$ cat src/rtl/regfile_sb.sv
// Integer register file with a per-register pending-write scoreboard for the ID stage.
// Define REGFILE_BYPASS_EN for write-through reads (WB data and busy release in the retire cycle).
module regfile_sb #(
    parameter int DATA_W = 32,
    parameter int ADDR_W = 5,
    parameter int CNT_W  = 2
) (
    input  logic              i_clk,
    input  logic              i_rst,
    input  logic [ADDR_W-1:0] i_rs1_addr,
    input  logic [ADDR_W-1:0] i_rs2_addr,
    output logic [DATA_W-1:0] o_rs1_data,
    output logic [DATA_W-1:0] o_rs2_data,
    output logic              o_rs1_busy,
    output logic              o_rs2_busy,
    input  logic              i_issue_valid,
    input  logic [ADDR_W-1:0] i_issue_rd,
    output logic              o_issue_full,
    input  logic              i_wb_valid,
    input  logic              i_wb_wren,
    input  logic [ADDR_W-1:0] i_wb_rd,
    input  logic [DATA_W-1:0] i_wb_data
);

    localparam int DEPTH = 1 << ADDR_W;
    localparam logic [CNT_W-1:0] CNT_MAX = '1;
    localparam logic [CNT_W-1:0] CNT_ONE = CNT_W'(1);

    logic [DATA_W-1:0] mem [DEPTH];
    logic [CNT_W-1:0]  cnt [DEPTH];

    logic wr_en;
    logic issue_fire;
    logic retire_fire;

    assign wr_en        = i_wb_valid & i_wb_wren & (i_wb_rd != '0);
    assign retire_fire  = i_wb_valid & (i_wb_rd != '0);
    assign o_issue_full = (i_issue_rd != '0) && (cnt[i_issue_rd] == CNT_MAX);
    assign issue_fire   = i_issue_valid & (i_issue_rd != '0) & ~o_issue_full;

    // NOTE: the whole array is cleared on reset, so storage maps to flops rather than a RAM macro;
    // a zeroed register file is part of the reset contract here.
    always_ff @(posedge i_clk or posedge i_rst) begin
        if (i_rst) begin
            for (int i = 0; i < DEPTH; i++) begin
                mem[i] <= '0;
            end
        end else if (wr_en) begin
            // NOTE: sequential state uses non-blocking assignments so every flop samples pre-edge values.
            mem[i_wb_rd] <= i_wb_data;
        end
    end

    // Entry 0 is only ever written by reset, so it stays at zero.
    always_ff @(posedge i_clk or posedge i_rst) begin
        if (i_rst) begin
            for (int i = 0; i < DEPTH; i++) begin
                cnt[i] <= '0;
            end
        end else begin
            for (int i = 1; i < DEPTH; i++) begin
                logic inc;
                logic dec;
                inc = issue_fire  && (i_issue_rd == ADDR_W'(i));
                dec = retire_fire && (i_wb_rd    == ADDR_W'(i));
                if (inc && !dec) begin
                    cnt[i] <= cnt[i] + CNT_ONE;
                end else if (dec && !inc && (cnt[i] != '0)) begin
                    cnt[i] <= cnt[i] - CNT_ONE;
                end
            end
        end
    end

    logic [DATA_W-1:0] rs1_mem;
    logic [DATA_W-1:0] rs2_mem;
    logic              rs1_pend;
    logic              rs2_pend;

    assign rs1_mem  = (i_rs1_addr == '0) ? '0 : mem[i_rs1_addr];
    assign rs2_mem  = (i_rs2_addr == '0) ? '0 : mem[i_rs2_addr];
    assign rs1_pend = (cnt[i_rs1_addr] != '0);
    assign rs2_pend = (cnt[i_rs2_addr] != '0);

`ifdef REGFILE_BYPASS_EN
    logic rs1_hit;
    logic rs2_hit;

    assign rs1_hit = wr_en && (i_wb_rd == i_rs1_addr);
    assign rs2_hit = wr_en && (i_wb_rd == i_rs2_addr);

    // NOTE: every output gets a default first so no path through the block can infer a latch.
    always_comb begin
        o_rs1_data = rs1_mem;
        o_rs2_data = rs2_mem;
        o_rs1_busy = rs1_pend;
        o_rs2_busy = rs2_pend;
        // The retiring write is the last pending one when the counter is exactly 1.
        if (rs1_hit) begin
            o_rs1_data = i_wb_data;
            o_rs1_busy = (cnt[i_rs1_addr] > CNT_ONE);
        end
        if (rs2_hit) begin
            o_rs2_data = i_wb_data;
            o_rs2_busy = (cnt[i_rs2_addr] > CNT_ONE);
        end
    end
`else
    always_comb begin
        o_rs1_data = rs1_mem;
        o_rs2_data = rs2_mem;
        o_rs1_busy = rs1_pend;
        o_rs2_busy = rs2_pend;
    end
`endif

    // Retiring a register with no pending write means the pipeline lost track of an instruction.
    assert property (@(posedge i_clk) disable iff (i_rst)
        retire_fire |-> (cnt[i_wb_rd] != '0))
    else $error("regfile_sb: retire to x%0d with no pending write", i_wb_rd);

endmodule

$ cat config.mk
export PLATFORM = sky130hd
export DESIGN_NAME = regfile_sb
export DESIGN_NICKNAME = d
export VERILOG_FILES = /design/src/rtl/regfile_sb.sv
export SDC_FILE = /design/constraint.sdc
export NUM_CORES = 2
export LEC_CHECK = 0
export ABC_CLOCK_PERIOD_IN_PS = 98200
export CORE_MARGIN = 2
export CORE_UTILIZATION = 38
export DETAILED_ROUTE_END_ITERATION = 16
export PLACE_DENSITY = 0.53
export SYNTH_ARGS = -nofsm -noshare
export SYNTH_HDL_FRONTEND = slang
export SYNTH_SLANG_ARGS = --single-unit
export TNS_END_PERCENT = 20
$ cat constraint.sdc
create_clock -name i_clk -period 98.2 [get_ports i_clk]
set_input_delay 19.64 -clock i_clk [delete_from_list [all_inputs] [get_ports i_clk]]
set_output_delay 19.64 -clock i_clk [all_outputs]
set_load 0.02 [all_outputs]
=== Word level (Yosys, flattened, before mapping) ===
Index checks and enable logic that the tools add are counted.

* Output and inout port bits: 67
* Word-level logic and storage cells: 572
* Input bits: 57
* Register bits: 1086

* Bitwise gates (word level): 10
* Reductions and logical operators: 287
* Magnitude comparators: 5
* $add $sub $neg: 62
* Equal/unequal tests: 63
* Muxes and demuxes: 82

{| class="wikitable"
|+ Operators with widths
! kind !! number
|-
| bitwise mux 1024 bit || 1
|-
| binary-select mux 32 bit (select 5 bit) || 2
|-
| 2-to-1 mux 32 bit || 7
|-
| demux 32 bit (select 5 bit) || 1
|-
| == test 5 bit, second input constant || 32
|-
| logical AND 1 bit || 157
|-
| 2-to-1 mux 2 bit || 68
|-
| nonzero test 2 bit || 64
|-
| == test 5 x 4 -> 1 bit, second input constant || 16
|-
| adder 2 x 1 -> 2 bit, second input constant || 31
|-
| zero test 1 bit || 62
|-
| subtractor 2 x 1 -> 2 bit, second input constant || 31
|-
| == test 5 x 3 -> 1 bit, second input constant || 8
|-
| binary-select mux 2 bit (select 5 bit) || 3
|-
| greater-or-equal comparator 6 bit, second input constant || 4
|-
| inverter 5 -> 6 bit || 4
|-
| == test 5 x 2 -> 1 bit, second input constant || 4
|-
| == test 5 x 1 -> 1 bit, second input constant || 2
|-
| zero test 5 bit || 2
|-
| nonzero test 5 bit || 2
|-
| < comparator 6 x 1 -> 1 bit, second input constant || 1
|-
| bitwise AND 1 bit || 5
|-
| == test 2 bit, second input constant || 1
|-
| inverter 1 bit || 1
|}

=== Longest topological paths before layout ===
* Depth after elaboration: 14
* Depth in mapped cells: 12
* Gate-level depth less buffers: 7

=== Worst setup path before layout ===
No wires, ideal clock.

* Path type: in2out
* Start point: input i_rs2_addr[0]
* End point: output o_rs2_data[17]
* Data arrival time: 21.812 ns
* Required time: 78.560 ns
* Path buffers: 3
* Cell stages on the path: 7
* Setup slack: 56.748 ns
* Cells stage by stage: clkbuf_1 clkbuf_1 buf_1 mux4_2 mux4_2 mux2i_1 nor2_1

* Longest elaborated chain between the ends: 5
* Elaborated cells on any way between the ends: 6
* Those cells by class: 4 x mux; 1 x bitwise; 1 x reduce/logical

{| class="wikitable"
|+ Ends and longest elaborated chain
! item !! RTL line !! RTL
|-
| start: declaration || 11 || <nowiki>input logic [ADDR_W-1:0] i_rs2_addr,</nowiki>
|-
| inverter 5 -> 6 bit (implied by the code) || 81 || <nowiki>assign rs2_mem = (i_rs2_addr == '0) ? '0 : mem[i_rs2_addr];</nowiki>
|-
| binary-select mux 32 bit (select 5 bit) || 81 ||
|-
| 2-to-1 mux 32 bit (implied by the code) (2 in a row) || 81 ||
|-
| 2-to-1 mux 32 bit * || 81 ||
|-
| end: declaration || 13 || <nowiki>output logic [DATA_W-1:0] o_rs2_data,</nowiki>
|}

Mark *: on every way between the ends. The rest lies on a longest branch, timed or not. The select of a mux whose other input is x is not followed.

=== Final worst setup path ===
* Start point: input i_rs1_addr[0]
* End point: output o_rs1_data[19]

* Longest elaborated chain between the ends: 5
* Elaborated cells on any way between the ends: 6
* Those cells by class: 4 x mux; 1 x bitwise; 1 x reduce/logical

{| class="wikitable"
|+ Ends and longest elaborated chain
! item !! RTL line !! RTL
|-
| start: declaration || 10 || <nowiki>input logic [ADDR_W-1:0] i_rs1_addr,</nowiki>
|-
| inverter 5 -> 6 bit (implied by the code) || 80 || <nowiki>assign rs1_mem = (i_rs1_addr == '0) ? '0 : mem[i_rs1_addr];</nowiki>
|-
| binary-select mux 32 bit (select 5 bit) || 80 ||
|-
| 2-to-1 mux 32 bit (implied by the code) (2 in a row) || 80 ||
|-
| 2-to-1 mux 32 bit * || 80 ||
|-
| end: declaration || 12 || <nowiki>output logic [DATA_W-1:0] o_rs1_data,</nowiki>
|}

Marks and branches as above.

==> run metrics <==
final WL around 180,000 um; Worst EP required 78,560 ps; Die ar. 0.157 sq mm; global route overflow 0; setup ws final around 54,000 ps; fraction of registers with async set/reset between 90% and 100%; Net Count, Synth 3,855; CP Launch Type input pin; register bit total from synthesis 1,086; first-pass GRT wire length 266,000 um; DP Area 0.0614 sq mm; sequential area share after synthesis 46.4%; yosys warns 2; PwrDens 19.2 mW/mm^2; Clock Path Buffers 3; Fin Clk Skew 11.1 ps; slowest stage cell, crit path buf_4; fin crit share a little under half; ranking of synthesized cells by area dfrtp_1 (46%), mux4_2 (25%), mux2_2 (19%); HPWL after DPL ~94,000 um; drt first pass iters 4; chip height 397 um; utilization after layout 42.8%; Yosys top cell by area dfrtp_1; CP endpoint kind output pin; Final Max Tran Viols 0; ANT nets after route 0; gp weighted congestion 0.800; Worst-path clk slew 60 ps; Die W 397 um; Post-synth EDFFs 0; Place WS between 50,000 and 60,000 ps; CTS tree yes; critical path class input pin to output pin; Post-Layout Inst Area 0.0657 sq mm; Hold-fix buffers, CTS 0; Clk Tree Root Cell clkbuf_16; Reg-to-Reg End cnt[48]; Synth Flop Type dfrtp_1; WP buf/inv 5; drt via density between 6 and 7; vias in the first global route 36,900; Yosys cell types 51; TritonCTS Buffers 132; cell row count 144; CP Capture Point o_rs1_data[19]; post-cts sizing count 0; 1st-iter DRT viols 2,605; initial antenna violation count 6; post-CTS setup buffer count 0; CTS H-tree lvls 4; largest net degree at the start of global routing 161; post-route setup TNS 0 ps; maximum resistive drop on vdd 0.0000162 V; Ports 124; drc violations 0; r2r setup slk 95,590 ps; Synth top area share 46.4%; top cell family by delay on the critical path buffers and inverters; drt wl/cell about 30 um; CP Cell Sequence buf_8, buf_12, buf_4, buf_4, mux4_2, mux4_2, mux2i_1, nor2_1, clkdlybuf4s50_1; CTS sink count 1,086; f_max between 0.02 and 0.025 GHz; Crit path depth 9; status completed; Setup-failing EPs final 0; Leakage between 0.02 and 0.03 uW; Rel. slew slack a little over a fifth; maxcap violations 0; Initial Utilization 38.2%; ratio of cells with drive above 1 in the final layout 51.9%; min Tclk post-route about 44,000 ps; worst hold path type flip-flop to flip-flop; Critical Path Start i_rs1_addr[0]; cells on worst reg2reg path 8; Core Area 0.154 sq mm; Worst Max-Slew Pin Slew 1170 ps; RSZ-0062 raised after global routing false; clk_lat worst skew 760 ps; Avg Cell Area, Syn 15.4 sq um; commonest cells after routing, fill and taps aside dfrtp_1 (1,086), mux2_2 (993), mux4_2 (656), nor2_1 (169), clkbuf_16 (134); Area growth, synth to finish 12.2%; Hold Fails Final Rpt 0; commonest non-fill, non-tap cell in the layout dfrtp_1; cells after synthesis 3,798; nets 3,753; Post-Syn Area 0.0586 sq mm; largest stage delay on the critical path approximately 840 ps; worst-path maximum fanout approximately 90; Total Routing Usage GR a little under a quarter; via count 35,200; IO buf count approximately 120; FF-to-FF Start cnt[47]; Worst Path Arrival 24,720 ps
==> worst min-delay path by stage <==
stage | from | endpoint | slack (ps) | depth (start not counted)
floorplan | mem[1000] | mem[1000] | 440 | 1
global placement | mem[996] | mem[996] | 380 | 0
detailed placement | mem[1021] | mem[1021] | 380 | 0
CTS | mem[1006] | mem[1006] | 400 | 0
global route | mem[1007] | mem[1007] | 400 | 0
finish | mem[1021] | mem[1021] | 390 | 0
==> layer usage <==
layer | up-vias | track usage [%] | wire length [um]
li1 | 14500 | - | -
met1 | 19500 | 32.9 | 80700
met2 | 865 | 37.0 | 85300
met3 | 239 | 3.69 | 8140
met4 | 4 | 6.16 | 4200
met5 | - | 0 | 23
==> worst register-to-register path, delay by kind of cell (launching register included) <==
kind / cells / cell delay (ps)
and+or+nand+nor: 3 / 510
DFF: 1 / 440
muxes: 1 / 510
AOI/OAI and AO/OA: 3 / 780
buffers and inverters: 1 / 250
==> through the flow <==
step | std cells | power, uW | hold slack, ps
finish | 5835 | 1260 | 392
global route | 5835 | 1320 | 404
CTS | 5834 | 1270 | 397
detailed placement | 5606 | 784 | 383
global placement | 5606 | 779 | 377
floorplan | 3798 | 717 | 441
==> synth_stat cells (all sizes together) (7+ instances only) <==
library cell     n
dfrtp         1086
mux2           997
mux4           658
clkbuf         231
buf            178
nor2           173
mux2i           75
nand2           70
o21ai           62
a211oi          34
a21oi           32
o21a            32
nor3            31
inv             23
nand3           22
and3            16
nor2b           11
o22a             9
a21boi           8
a22oi            8
xnor2            8
nand2b           7
==> flip-flops by register name, summed over array words and instances (netlist names) <==
register  flops
mem        1024
cnt          62
==> cell families after synthesis <==
| logic type | count (synthesis) | synth area share, % |
|---|---|---|
| muxes | 1730 | 45.8 |
| DFF | 1086 | 46.4 |
| buffers and inverters | 432 | 2.89 |
| and+or+nand+nor | 349 | 2.69 |
| AOI/OAI and AO/OA | 192 | 2.10 |
| xor gates and xnor gates | 9 | 0.135 |
==> power breakdown <==
part / switching [uW] / internal, uW / total (uW)
Combinational: 93.0 / 129 / 222
Clock: 201 / 286 / 486
Sequential: 45.1 / 508 / 553
Total: 339 / 922 / 1260
==> area by class of cell <==
class	count	area [sq um]
diodes	1	2.50
clock inverters	46	484
well taps	2044	2560
inverters	23	93.8
fillers	13900	87800
multi-input cells	2280	30000
repair buffers	173	1660
clock buffers	182	3780
flip-flops and latches	1086	27200
Note: power is estimated with default switching activity, not from simulation.
